[config.mk]
export PLATFORM = sky130hd
export DESIGN_NAME = fetch_buffer
export DESIGN_NICKNAME = d
export VERILOG_FILES = /design/src/rtl/riscv_pkg.sv /design/src/rtl/fetch_fifo.sv /design/src/rtl/fetch_buffer.sv
export SDC_FILE = /design/constraint.sdc
export NUM_CORES = 1
export LEC_CHECK = 0
export BUFFER_PORTS_ARGS = -buffer_cell sky130_fd_sc_hd__buf_2
export CAP_MARGIN = 20
export CORE_MARGIN = 1
export CORE_UTILIZATION = 50
export DETAILED_ROUTE_END_ITERATION = 12
export GPL_TIMING_DRIVEN = 0
export PLACE_DENSITY = 0.76
export RECOVER_POWER = 25
export REMOVE_ABC_BUFFERS = 1
export SYNTH_ARGS = -nofsm -noshare
export SYNTH_HDL_FRONTEND = slang
export SYNTH_SLANG_ARGS = --single-unit
[constraint.sdc]
create_clock -name clk -period 4.7 [get_ports clk]
set_input_delay 0.235 -clock clk [delete_from_list [all_inputs] [get_ports clk]]
set_output_delay 0.235 -clock clk [all_outputs]
set_load 0.02 [all_outputs]
[src/rtl/riscv_pkg.sv]
// rtl/riscv_pkg.sv - shared widths, encodings and fetch state type
package riscv_pkg;

    localparam int XLEN = 64;
    localparam logic [31:0] NOP = 32'h0000_0013;

    typedef enum logic [1:0] {
        ST_IDLE  = 2'd0,
        ST_FETCH = 2'd1,
        ST_DRAIN = 2'd2
    } fetch_state_t;

endpackage

[src/rtl/fetch_fifo.sv]
// rtl/fetch_fifo.sv - instruction/PC queue with flush; head outputs read zero when empty
module fetch_fifo #(
    parameter int XLEN  = 64,
    parameter int DEPTH = 4
) (
    input  logic                     clk,
    input  logic                     reset,
    input  logic                     flush,
    input  logic                     push,
    input  logic [XLEN-1:0]          push_pc,
    input  logic [31:0]              push_instr,
    input  logic                     pop,
    output logic                     valid,
    output logic [XLEN-1:0]          head_pc,
    output logic [31:0]              head_instr,
    output logic [$clog2(DEPTH):0]   count
);

    localparam int AW = $clog2(DEPTH);
    localparam int CW = AW + 1;

    logic [AW-1:0]   wr_ptr;
    logic [AW-1:0]   rd_ptr;
    logic [XLEN-1:0] pc_mem    [DEPTH];
    logic [31:0]     instr_mem [DEPTH];
    logic            do_push;
    logic            do_pop;

    // Flush wins over both ports so a redirect never lets stale entries through.
    assign do_pop  = pop && valid && !flush;
    assign do_push = push && !flush && ((count != CW'(DEPTH)) || do_pop);

    always_ff @(posedge clk or negedge reset) begin
        if (!reset) begin
            wr_ptr <= '0;
            rd_ptr <= '0;
            count  <= '0;
        end else if (flush) begin
            wr_ptr <= '0;
            rd_ptr <= '0;
            count  <= '0;
        end else begin
            if (do_push) wr_ptr <= wr_ptr + 1'b1;
            if (do_pop)  rd_ptr <= rd_ptr + 1'b1;
            count <= count + CW'(do_push) - CW'(do_pop);
        end
    end

    always_ff @(posedge clk) begin
        if (do_push) begin
            pc_mem[wr_ptr]    <= push_pc;
            instr_mem[wr_ptr] <= push_instr;
        end
    end

    assign valid      = (count != '0);
    assign head_pc    = valid ? pc_mem[rd_ptr]    : '0;
    assign head_instr = valid ? instr_mem[rd_ptr] : '0;

endmodule

[src/rtl/fetch_buffer.sv]
// rtl/fetch_buffer.sv - single-outstanding instruction fetcher feeding a small FIFO
module fetch_buffer
    import riscv_pkg::*;
#(
    parameter int               XLEN     = riscv_pkg::XLEN,
    parameter int               DEPTH    = 4,
    parameter logic [XLEN-1:0]  RESET_PC = '0
) (
    input  logic                     clk,
    input  logic                     reset,
    input  logic                     redirect_valid,
    input  logic [XLEN-1:0]          redirect_pc,
    output logic                     imem_req,
    output logic [XLEN-1:0]          imem_addr,
    input  logic                     imem_ack,
    input  logic [31:0]              imem_rdata,
    output logic                     if_valid,
    input  logic                     if_ready,
    output logic [31:0]              if_instr,
    output logic [XLEN-1:0]          if_pc,
    output logic [$clog2(DEPTH):0]   if_count
);

    localparam int CW = $clog2(DEPTH) + 1;

    fetch_state_t    state;
    fetch_state_t    state_next;
    logic [XLEN-1:0] fetch_pc;
    logic [XLEN-1:0] target_pc;
    logic [XLEN-1:0] redirect_aligned;
    logic            acked;
    logic            push;
    logic            pop;
    logic [CW-1:0]   count_next;
    logic            credit;

    assign redirect_aligned = redirect_pc & ~XLEN'(3);
    assign acked = imem_req && imem_ack;
    assign push  = acked && (state == ST_FETCH) && !redirect_valid;
    assign pop   = if_valid && if_ready && !redirect_valid;

    // Occupancy after this edge; a new request needs a free slot for its eventual push.
    always_comb begin
        count_next = '0;
        if (!redirect_valid) count_next = if_count + CW'(push) - CW'(pop);
    end
    assign credit = (count_next < CW'(DEPTH));

    always_ff @(posedge clk or negedge reset) begin
        if (!reset) state <= ST_IDLE;
        else        state <= state_next;
    end

    always_comb begin
        state_next = state;
        case (state)
            ST_IDLE:  if (credit) state_next = ST_FETCH;
            ST_FETCH: begin
                if (acked)               state_next = (redirect_valid || credit) ? ST_FETCH : ST_IDLE;
                else if (redirect_valid) state_next = ST_DRAIN;
            end
            ST_DRAIN: if (acked) state_next = ST_FETCH;
            default:  state_next = ST_IDLE;
        endcase
    end

    always_comb begin
        imem_req  = 1'b0;
        imem_addr = fetch_pc;
        if (state != ST_IDLE) imem_req = 1'b1;
    end

    // fetch_pc is the live request address; target_pc parks a redirect until a drained ack.
    always_ff @(posedge clk or negedge reset) begin
        if (!reset) begin
            fetch_pc  <= RESET_PC;
            target_pc <= RESET_PC;
        end else begin
            case (state)
                ST_IDLE: if (redirect_valid) fetch_pc <= redirect_aligned;
                ST_FETCH: begin
                    if (acked)               fetch_pc  <= redirect_valid ? redirect_aligned : fetch_pc + XLEN'(4);
                    else if (redirect_valid) target_pc <= redirect_aligned;
                end
                ST_DRAIN: begin
                    if (acked)               fetch_pc  <= redirect_valid ? redirect_aligned : target_pc;
                    else if (redirect_valid) target_pc <= redirect_aligned;
                end
                default: ;
            endcase
        end
    end

    fetch_fifo #(
        .XLEN  (XLEN),
        .DEPTH (DEPTH)
    ) u_fifo (
        .clk        (clk),
        .reset      (reset),
        .flush      (redirect_valid),
        .push       (push),
        .push_pc    (fetch_pc),
        .push_instr (imem_rdata),
        .pop        (pop),
        .valid      (if_valid),
        .head_pc    (if_pc),
        .head_instr (if_instr),
        .count      (if_count)
    );

endmodule

; ---- Word-level counts from Yosys, hierarchy flattened
; Memories as Yosys holds them, arrays and structs flattened.
; Cells that the tools add are included.
[totals]
regBits = 137
mem_bits_rw = 384
in_bits = 101
output_inout_bits = 165
elab_cells = 70
mem_count = 2
[op_classes]
n_addsub = 7
n_lt_le_gt_ge = 1
n_eq_ne = 8
n_mux = 23
bitwise_logic = 1
reduce_logical = 22
[mem_list]
columns = name, depth, word_bits, rd, rd_ports_with_merged_regs, write_ports, line_no
row1 = u_fifo.pc_mem, 4, 64, 1, 0, 1, fetch_fifo.sv:24  ; logic [XLEN-1:0] pc_mem [DEPTH];
row2 = u_fifo.instr_mem, 4, 32, 1, 0, 1, fetch_fifo.sv:25  ; logic [31:0] instr_mem [DEPTH];
[ops]
columns = operator, count
row1 = 2-to-1 mux 64 bit, 6
row2 = one-hot mux 64 bit (3 select lines), 1
row3 = adder 64 x 3 -> 64 bit (second input constant), 1
row4 = 2-to-1 mux 32 bit, 1
row5 = 2-to-1 mux 2 bit, 8
row6 = logical AND 1 bit, 9
row7 = != test 2 bit (second input constant), 4
row8 = adder 3 x 1 -> 3 bit, 2
row9 = 2-to-1 mux 3 bit, 2
row10 = != test 3 bit (second input constant), 2
row11 = one-hot mux 2 bit (3 select lines), 1
row12 = nonzero test 2 bit, 3
row13 = nonzero test 3 bit, 2
row14 = subtractor 3 x 1 -> 3 bit, 2
row15 = adder 2 x 1 -> 2 bit (second input constant), 2
row16 = 2-to-1 mux 1 bit, 4
row17 = AND reduction 4 bit, 1
row18 = less-than comparator 3 bit (second input constant), 1
row19 = AND reduction 3 bit, 1
row20 = == test 2 x 1 -> 1 bit (second input constant), 1
row21 = == test 2 bit (second input constant), 1
row22 = logical NOT 2 bit, 1
row23 = logical OR 1 bit, 2
row24 = AND reduction 2 bit, 1
row25 = 3 further kinds, 3

; ---- Logic depth before layout (Yosys ltp)
; Gate-level depths: netlist (run 1).
[logic_depth]
word_depth = 13
depth_mapped = 13
mapped_depth_nobuf = 11

; ---- Modules after synthesis
; A second synthesis (run 1) with hierarchy kept.
[unflattened]
hier_cells = 1582
hier_area_um2 = 23366.2
[by_module_without_submodules]
columns = mod, instances, cells_per_inst, area_per_inst_um2, seq_area_each_um2
row1 = fetch_fifo, 1, 656, 14938.1, 11706.2
row2 = fetch_buffer, 1, 926, 8428.1, 3253.1

; ---- Worst setup path before layout (run 1)
; Ideal clock, no wire load.
[synth_timing]
path_kind = flip-flop to flip-flop
startpoint = register state[1]
endpoint = memory u_fifo.instr_mem[1][0], enable pin
setup_ns = 0.466
arrival_ns = 3.968
t_required_ns = 4.234
slack_ns = 0.267
path_stages_with_launch = 7
n_path_buf = 1
period_less_slack_ns = 4.433
cell_sequence = dfrtp_1 -> inv_1 -> ha_1 -> clkbuf_1 -> nand2_1 -> nor3_1 -> and2_1
[synth_between]
elab_chain_cells = 9
elab_cells_between_ends = 10
classes_between = eq/ne (1) / mux (3) / reduce/logical (6)
[synth_lines]
columns = element, line_no
row1 = "start, declared", fetch_buffer.sv:26  ; fetch_state_t state;
row2 = "start signal, assigned", fetch_buffer.sv:51  ; else state <= state_next;
row3 = nonzero test 2 bit, fetch_buffer.sv:70  ; if (state != ST_IDLE) imem_req = 1'b1;
row4 = 2-to-1 mux 1 bit, fetch_buffer.sv:70
row5 = logical AND 1 bit, fetch_buffer.sv:38  ; assign acked = imem_req && imem_ack;
row6 = logical AND 1 bit (*) (2 in series), fetch_buffer.sv:39  ; assign push = acked && (state == ST_FETCH) && !redirect_valid;
row7 = logical AND 1 bit (*) (2 in series), fetch_fifo.sv:31  ; assign do_push = push && !flush && ((count != CW'(DEPTH)) || do_pop);
row8 = 2-to-1 mux 1 bit (*), fetch_fifo.sv:50  ; if (do_push) begin
row9 = 2-to-1 mux 1 bit (implied by the code) (*), fetch_fifo.sv:52  ; instr_mem[wr_ptr] <= push_instr;
row10 = "end, declared", fetch_fifo.sv:25
; Mark *: on every way between the ends. The rest lies on a longest branch, timed or not.

; ---- Worst setup path in the final report (run 1)
[layout_timing]
startpoint = register state[1]
endpoint = memory u_fifo.instr_mem[0][5], enable pin
; Same word-level chain as after synthesis.

==> impl_metrics.ini, run 1 <==
[status]
outcome = finished, violations left
violations = max-capacitance violations, max-slew violations

[floorplan]
start_util_pct = 50.7
ios = 266
die-width_um = 217
design.die.area_um2 = 46900
core_um2 = 45400
rows = 78
fp.dieH_um = 217

[min_path]
min_path_type = input port to flip-flop

[route]
ant_nets = 0
drc = 0
drtPass1Iterations = 5
drt_iter0_drc = 1252
wirelength_mm = 58.9
vias = 15300
vias_per_cell = 6.02
wl_per_cell_um = 23.2

[yosys]
syn_area_um2 = 23000
synth-compound-area-share_pct = 8.00
yosys_warnings = 0
ys_types = 75
synth_top_cell_by_area = edfxtp_1
synth.ff_latch_count = 521
synth_cells = 1546
synth_top_cell_area_share_pct = 50.1
ys_async_sr_fraction_pct = 26.3
ys_seq_area_share_pct = 65.0
synth_fa_ha_area_share_pct = 0.794
muxShareOfSynthArea_pct = 12.8
synthFlopType = edfxtp_1
yosys.cell_count.top_type = edfxtp_1
avgSynthCellArea_um2 = 14.9
synth_top_family_by_area = multiplexers
synth_edf_count = 384
synth_common_cells = edfxtp_1 (384), dfrtp_1 (137), and2_1 (101)
yosys.area_share.simple_pct = 9.64
synth_area_leaders = edfxtp_1 (50%), dfrtp_1 (15%), mux4_2 (9.4%)
synth_xor_area_share_pct = 1.33

[power]
power_uw = 18200
vdd_drop_max_mv = 0.611
leakage_uw = 0.0101
p_per_area_nw_per_um2 = 649

[timing]
skew_ns = 0.0223
finalSetupViolations = 0
drv_slew = 48
max_slew.worst_pin.slew_ns = 2.90
finalCriticalPeriod_ns = 4.34
finalCritPeriodShare_pct = 92.2
fmax_mhz = 231
rsz0062_at_grt = no
relSlewSlack_pct = -93.4
final.setup.worst_slack_ns = 0.364
hold_violations = 0

[place]
hpwlAfterDp_mm = 37.5
post-place-ws_ns = 0.366
postPlaceCellArea_um2 = 25200
place_congestion = 0.822
io_buffers = 263

[finish]
drive_above_1_share_pct = 27.8
stdcell_area_um2 = 28000
area_growth_pct = 21.6
final_nets = 2001

[global_route]
grt_max_degree = 91
grt_overflow = 0
antenna_found_initial = 8
grt_usage_pct = 25.3
grt_pass1_vias = 15800
grt_pass1_wl_mm = 90.9

[clock_tree]
cts_resized = 0
cts_tree = done
postCtsSetupBuffers = 0
worstSkewPairLatency_ns = 0.60
cts-root-buf = clkbuf_16
cts_num_sinks = 521
h-tree-depth = 2
holdBufCountCts = 96
cts.clk_slew.worst_paths_ns = 0.06
cts_buffers = 54
clockBufferDepth = 3

[worst_setup_path]
critPathCaptureType = flip-flop
cp_slowest_cell = nor3_1
crit_chain = inv_1 > ha_1 > buf_16 > nand2_1 > nor3_1 > and2_4 > buf_12 > buf_16
max_stage_delay_ns = 0.98
crit_type = flip-flop to flip-flop
critPathArrivalTime_ns = 4.62
path_common_cell = buf_16
critPathLaunchType = flip-flop
cp.required_ns = 4.98
cp_max_fo = 36

[flow_run]
drv_cap = 1
==> kinds of logic (layout without fill, tap and decap cells) <==
| logic type | count (synthesis) | count (layout) |
|---|---|---|
| compound gates | 272 | 272 |
| fa+ha+maj | 14 | 14 |
| buf+inv | 132 | 515 |
| xor+xnor | 35 | 35 |
| mux | 166 | 166 |
| flops | 521 | 521 |
| other cells | 0 | 7 |
| simple gates | 406 | 406 |
==> cells in the final DEF (no fill, tap or decap), types with 13 or more instances in the layout <==
master	n
edfxtp_1	384
buf_2	230
dfrtp_1	135
o21ai_0	100
and2_1	97
mux4_2	96
dlygate4sd3_1	96
nand2_1	80
mux2_2	67
nor2_1	61
clkbuf_16	55
clkbuf_1	45
nor3_1	36
a21oi_1	26
a221oi_1	26
nand3_1	25
inv_1	24
nor4_1	20
xnor2_1	19
nand4_1	17
xor2_1	16
a22oi_1	13
==> through the flow <==
stage                     hold slack, ns   TNS, ns  utilization (%)  instances
after global routing              0.0727         0             61.7       2533
final                             0.0507         0             61.7       2536
after global placement             0.446  -2108.61             54.2       2303
after floorplan                  -0.0606   -256.68                -       1440
after CTS                         0.0131         0             61.8       2528
after detailed placement           0.213         0             55.6       2333
==> layout make-up <==
class	instances	area (µm²)
fillers	3446	17400
flip-flops and latches	521	15000
multi-input cells	893	7530
repair buffers	390	2820
clock buffers	71	1480
well taps	600	751
clock inverters	28	342
inverters	26	97.6
diodes	7	17.5
==> worst paths after layout <==
| check | from | endpoint | slack (ns) | depth (start not counted) |
|---|---|---|---|---|
| worst max-delay path | state[1] | u_fifo.instr_mem[0][5] | 0.36 | 8 |
| worst min-delay path | imem_ack | state[1] | 0.05 | 4 |
| worst max register to register | state[1] | u_fifo.instr_mem[0][5] | 0.36 | 8 |
| worst min register to register | target_pc[26] | target_pc[26] | 0.51 | 1 |
| max in group asynchronous | reset | target_pc[1] | 1.94 | 2 |
| min in group asynchronous | reset | target_pc[58] | 1.11 | 2 |
==> critical path, delay by kind of cell (launching register included) <==
family,cells,cell delay (ns)
adders and majority gates,1,0.46
buffers and inverters,4,0.87
DFF,1,0.42
and+or+nand+nor,3,2.17
==> flip-flops by register name, indices dropped and copies added (netlist names) <==
signal / cells
target_pc: 64
u_fifo.instr_mem: 128
u_fifo.count: 3
u_fifo.rd_ptr: 2
u_fifo.pc_mem: 256
u_fifo.wr_ptr: 2
state: 2
imem_addr: 64
==> routing by layer <==
metal / vias to the layer above / wire [µm] / global-route usage [%]
met4: 6 / 1420 / 7.54
met1: 7835 / 24500 / 34.8
met5: - / 34 / 0
li1: 6717 / - / -
met2: 604 / 28800 / 41.3
met3: 116 / 4200 / 4.69
==> power by group <==
part	switching, µW	internal, µW	total, µW
clock	1760	2640	4400
combinational	3920	2810	6720
sequential	1070	5970	7040
total	6750	11400	18200
No activity file was read; power rests on OpenSTA's default activity.
==> run 2, diff against run 1 <==
--- a/config.mk
+++ b/config.mk
@@ -5,7 +5,7 @@
 export SDC_FILE = /design/constraint.sdc
 export NUM_CORES = 1
 export LEC_CHECK = 0
-export BUFFER_PORTS_ARGS = -buffer_cell sky130_fd_sc_hd__buf_2
+export BUFFER_PORTS_ARGS = -buffer_cell sky130_fd_sc_hd__clkbuf_2
 export CAP_MARGIN = 20
 export CORE_MARGIN = 1
 export CORE_UTILIZATION = 50
==> impl_metrics.ini, run 2 (same netlist as run 1, synthesis figures left out) <==
[finish]
fill_cells = 3410
drive_above_1_share_pct = 27.9
seqCellArea_um2 = 15000
multiInputGateArea_um2 = 7530
layout_commonest_cell = edfxtp_1
area_growth_pct = 21.5
largest_reg_flops = 256
final_nets = 1998
layout_common_cells = edfxtp_1 (384), clkbuf_2 (230), dfrtp_1 (135)
top_register = u_fifo.pc_mem
largestRegisters = u_fifo.pc_mem: 256 flops, u_fifo.instr_mem: 128 flops

[floorplan]
ios = 266
rows = 78
die-width_um = 217
core_um2 = 45400
start_util_pct = 50.7
design.die.area_um2 = 46900
fp.dieH_um = 217

[timing]
finalCritPeriodShare_pct = 93.9
max_slew.worst_pin.slew_ns = 2.28
holdWs_ns = 0.0281
skew_ns = 0.0182
finalCriticalPeriod_ns = 4.41
finalSetupViolations = 0
relSlewSlack_pct = -52.3
fin_tns_setup_ns = 0
hold_violations = 0
drv_slew = 39
rsz0062_at_grt = no
fmax_mhz = 227

[route]
ant_nets = 0
drc = 0
vias = 15300
drtPass1Iterations = 7
wl_per_cell_um = 23.5
vias_per_cell = 6.04
drt_iter0_drc = 1352
wirelength_mm = 59.4

[worst_setup_path]
max_stage_delay_ns = 0.93
cp.required_ns = 4.97
cp_top_family = simple AND/OR/NAND/NOR gates
crit_chain = inv_1 > ha_1 > buf_16 > nand2_1 > nor3_1 > and2_4 > buf_12 > buf_12
path_common_cell = buf_12
cp-startpoint = state[1]
critPathLaunchType = flip-flop
critPathArrivalTime_ns = 4.68
cp.depth = 8
critPathBufInv = 4
cp_slowest_cell = nor3_1
worstSetupEndpoint = u_fifo.instr_mem[1][10]
reg2reg_to = u_fifo.instr_mem[1][10]
reg2reg_from = state[1]
cp_max_fo = 35
critPathCaptureType = flip-flop
rrSetupSlack_ns = 0.29
crit_type = flip-flop to flip-flop
worstRegToRegCells = 8

[power]
combinationalPowerShare_pct = 36.8
internal-power_uw = 11400
vdd_drop_max_mv = 0.789
leakage_uw = 0.0100
netSwitchingPower_uw = 6750
clock_power_share_pct = 24.4
p_per_area_nw_per_um2 = 650
p_sw_share_pct = 37.1
p_seq_share_pct = 38.8

[clock_tree]
clockBufferDepth = 3
h-tree-depth = 2
cts_tree = done
cts_resized = 0
cts-root-buf = clkbuf_16
cts_num_sinks = 521
worstSkewPairLatency_ns = 0.60
cts.clk_slew.worst_paths_ns = 0.06
cts_buffers = 52

[place]
place_congestion = 0.820
io_buffers = 263
hpwlAfterDp_mm = 37.5

[status]
outcome = finished, violations left
violations = max-capacitance violations, max-slew violations

[global_route]
grt_pass1_wl_mm = 91.0
grt_pass1_vias = 15700
grt_overflow = 0
antenna_found_initial = 4
grt_usage_pct = 25.5
grt_max_degree = 100

[flow_run]
drv_cap = 1

[min_path]
min_path_type = input port to flip-flop
-- run 2: final cells by class --
cell class | count | area share, %
clock inverter | 32 | 1.60
antenna | 5 | 0.0447
tap | 600 | 2.68
timing repair buffer | 389 | 9.98
clock buffer | 65 | 4.90
sequential | 521 | 53.5
multi-input combinational | 893 | 26.9
inverter | 26 | 0.349
-- run 2: what timing repair did --
| item | in CTS | in global routing |
|---|---|---|
| hold buffers | 95 | 0 |
| hold endpoints to repair | 285 | 0 |
| buffers inserted | 0 | 0 |
-- run 2: how the worst min path moves through the flow --
stage,end,slack [ns],startpoint,cells after the start
final,u_fifo.rd_ptr[1],0.03,if_ready,4
after global routing,u_fifo.rd_ptr[1],0.05,if_ready,4
after CTS,u_fifo.rd_ptr[1],0.004,if_ready,4
after detailed placement,target_pc[58],0.19,reset,1
after global placement,u_fifo.instr_mem[2][0],0.45,imem_rdata[0],1
after floorplan,imem_addr[0],-0.06,reset,0
-- run 2: worst register-to-register path: cells and delay by family, from the launching register on --
kind / cells / cell delay, ns
adders and majority gates: 1 / 0.55
and+or+nand+nor: 3 / 2.15
DFF: 1 / 0.42
buffers and inverters: 4 / 0.90
-- run 2: per-stage QoR --
stage	setup slack (ns)	instances	util [%]	instance area [µm²]	power, µW
4_1_cts	0.291	2524	61.7	28000	18300
5_1_grt	0.00510	2527	61.6	28000	19100
6_report	0.286	2531	61.6	28000	18200
3_3_place_gp	-8.08	2303	54.2	24600	13400
2_1_floorplan	-2.74	1440	-	22600	11300
3_5_place_dp	0.0101	2332	55.6	25200	13700
-- run 2: power groups by stage --
| stage | Sequential [µW] | Combinational (µW) | Clock (µW) |
|---|---|---|---|
| after floorplan | 7210 | 4040 | 0 |
| after global placement | 7260 | 6120 | 0 |
| after detailed placement | 7130 | 6620 | 0 |
| after CTS | 7040 | 6720 | 4510 |
| after global routing | 7190 | 7210 | 4680 |
| final | 7050 | 6690 | 4430 |
-- run 2: metal layers --
layer	GRT usage, %	wire length [µm]	vias up	part of all wire (%)
met5	0	23	-	0.039
met4	8.10	1470	4	2.5
met3	5.08	4230	113	7.1
met2	41.4	29000	566	49
met1	34.8	24700	7904	42
li1	-	-	6703	-
==> run 3, diff against run 2 <==
--- a/config.mk
+++ b/config.mk
@@ -5,13 +5,14 @@
 export SDC_FILE = /design/constraint.sdc
 export NUM_CORES = 1
 export LEC_CHECK = 0
+export ABC_AREA = 1
 export BUFFER_PORTS_ARGS = -buffer_cell sky130_fd_sc_hd__clkbuf_2
 export CAP_MARGIN = 20
 export CORE_MARGIN = 1
 export CORE_UTILIZATION = 50
 export DETAILED_ROUTE_END_ITERATION = 12
 export GPL_TIMING_DRIVEN = 0
-export PLACE_DENSITY = 0.76
+export PLACE_DENSITY = 0.75
 export RECOVER_POWER = 25
 export REMOVE_ABC_BUFFERS = 1
 export SYNTH_ARGS = -nofsm -noshare
==> impl_metrics.ini, run 3 <==
[worst_setup_path]
critPathBufInv = 7
worstRegToRegCells = 11
critPathCaptureType = flip-flop
critPathArrivalTime_ns = 4.70
crit_chain = inv_1 > ha_2 > buf_12 > inv_1 > nor3_1 > and2_1 > inv_1 > nor2_4 > buf_12 > buf_16 > buf_16
cp_top_family = buffers and inverters
rrSetupSlack_ns = 0.29
reg2reg_from = state[1]
crit_type = flip-flop to flip-flop
cp.required_ns = 4.99
cp_max_fo = 29
critPathLaunchType = flip-flop
reg2reg_to = u_fifo.pc_mem[2][48]
cp_slowest_cell = ha_2
path_common_cell = inv_1
max_stage_delay_ns = 0.67

[timing]
skew_ns = 0.0275
drv_slew = 62
max_slew.worst_pin.slew_ns = 3.73
hold_violations = 0
fmax_mhz = 227
finalCritPeriodShare_pct = 93.8
relSlewSlack_pct = -149
finalSetupViolations = 0
fin_tns_setup_ns = 0
rsz0062_at_grt = no
finalCriticalPeriod_ns = 4.41

[finish]
area_growth_pct = 20.3
layout_common_cells = nand2_1 (617), nor2_1 (595), edfxtp_1 (384)
largest_reg_flops = 256
layout.cells.non_filler = 3688
top_register = u_fifo.pc_mem
final_nets = 3140
layout_commonest_cell = nand2_1
largestRegisters = u_fifo.pc_mem: 256 flops, u_fifo.instr_mem: 128 flops
drive_above_1_share_pct = 12.4

[route]
wl_per_cell_um = 19.3
drc = 0
drtPass1Iterations = 6
drt_iter0_drc = 2154
vias = 20600
ant_nets = 0
wirelength_mm = 71.4
vias_per_cell = 5.58

[min_path]
whs_path_depth = 4
hp-start = imem_ack
min_path_type = input port to flip-flop
hold_end = state[1]

[floorplan]
ios = 266
core_um2 = 48000
design.die.area_um2 = 50000
fp.dieH_um = 224
start_util_pct = 51.1
die-width_um = 224
rows = 80

[clock_tree]
cts-root-buf = clkbuf_16
worstSkewPairLatency_ns = 0.61
clockBufferDepth = 3
cts_buffers = 53
cts_num_sinks = 521
cts_resized = 0
cts.clk_slew.worst_paths_ns = 0.06
h-tree-depth = 2
postCtsSetupBuffers = 0
cts_tree = done

[global_route]
antenna_found_initial = 6
grt_max_degree = 150
grt_pass1_wl_mm = 110
grt_overflow = 0
grt_usage_pct = 28.3
grt_pass1_vias = 20000

[place]
hpwlAfterDp_mm = 45.4
dp.cells = 3492
place_congestion = 0.912
io_buffers = 263

[status]
outcome = finished, violations left
violations = max-capacitance violations, max-slew violations

[power]
netSwitchingPower_uw = 8000
p_sw_share_pct = 42.6
combinationalPowerShare_pct = 39.6
p_per_area_nw_per_um2 = 637
p_seq_share_pct = 37.6
clock_power_share_pct = 22.9
leakage_uw = 0.0118
internal-power_uw = 10800
vdd_drop_max_mv = 0.483

[yosys]
synth_edf_count = 384
ys_async_sr_fraction_pct = 26.3
yosys_warnings = 0
synth_top_cell_area_share_pct = 47.0
synth_area_leaders = edfxtp_1 (47%), dfrtp_1 (14%), nand2_1 (9.4%)
synth.ff_latch_count = 521
synth_top_cell_by_area = edfxtp_1
synth_cells = 2730
synth_common_cells = nand2_1 (617), nor2_1 (600), edfxtp_1 (384)
syn_area_um2 = 24500
ys_seq_area_share_pct = 61.0
avgSynthCellArea_um2 = 8.99
ys_types = 39
yosys.cell_count.top_type = nand2_1
synthFlopType = edfxtp_1

[flow_run]
drv_cap = 1
run 3: changes by cell type in the layout (fill, tap and decap cells not counted), sizes merged, moves of 67 or more:
cell   change
mux2      -67
nor2     +552
nand2    +547
and2      -99
o21ai    +287
inv      +121
a21oi    +147
mux4      -96
run 3: what timing repair did:
item / CTS / global route
hold buffers: 93 / 0
endpoints found under the setup margin: 0 / 0
hold endpoints to repair: 250 / 0
run 3: power by group through the flow:
stage | clock [µW] | sequential, µW | combinational [µW]
finish | 4290 | 7050 | 7440
floorplan | 0 | 7070 | 4300
CTS | 4340 | 7010 | 7400
global route | 4510 | 7130 | 8210
detailed placement | 0 | 7100 | 7280
global placement | 0 | 7120 | 5880
run 3: through the flow:
step	setup WS (ns)	util (%)	power, µW	hold WS [ns]	area [µm²]
after global routing	0.113	61.4	19900	0.0552	29500
after CTS	0.333	61.5	18800	0.00178	29500
after detailed placement	0.428	55.9	14400	0.283	26900
after floorplan	-2.70	-	11400	-0.0606	23900
final	0.291	61.4	18800	0.0330	29500
after global placement	-9.75	54.2	13000	0.446	26000
run 3: worst reg2reg max path: stages (launching register included):
cell     delay, ns
dfrtp_1       0.44
inv_1         0.14
ha_2          0.67
buf_12        0.30
inv_1         0.36
nor3_1        0.37
and2_1        0.28
inv_1         0.21
nor2_4        0.61
buf_12        0.29
buf_16        0.21
buf_16        0.19
run 3: kinds of logic (layout without fill, tap and decap cells):
group	Yosys count	after routing	share of synthesized area, %
other	0	5	0
adders and majority gates	14	14	0.745
and+or+nand+nor	1295	1295	20.7
xor gates and xnor gates	17	17	0.607
DFF	521	521	61.0
buffers and inverters	292	630	4.62
AOI/OAI and AO/OA	591	591	12.4
run 3: cell type report:
cell class	count	area, µm²
fill	3845	18500
sequential	521	15000
multi-input combinational	1917	8510
timing repair buffer	387	2930
clock buffer	72	1470
tap	615	769
inverter	145	554
clock inverter	26	292
antenna	5	12.5
run 3: worst max path at each step:
| stage | start | cells after the start | endpoint | slack [ns] |
|---|---|---|---|---|
| after floorplan | u_fifo.rd_ptr[0] | 3 | if_pc[62] | -2.70 |
| after global placement | u_fifo.rd_ptr[0] | 4 | if_pc[31] | -9.75 |
| after detailed placement | state[1] | 11 | u_fifo.pc_mem[2][51] | 0.43 |
| after CTS | state[1] | 11 | u_fifo.pc_mem[2][48] | 0.33 |
| after global routing | state[1] | 11 | u_fifo.pc_mem[2][34] | 0.11 |
| final | state[1] | 11 | u_fifo.pc_mem[2][48] | 0.29 |
run 3: per-layer routing:
metal,GRT usage [%],vias up,share of wire [%],routed length (µm)
met5,0,-,0.013,9
met4,12.5,2,4.0,2830
met3,4.43,183,7.3,5210
met2,46.6,916,48,34000
met1,37.3,9807,41,29300
li1,-,9683,-,-
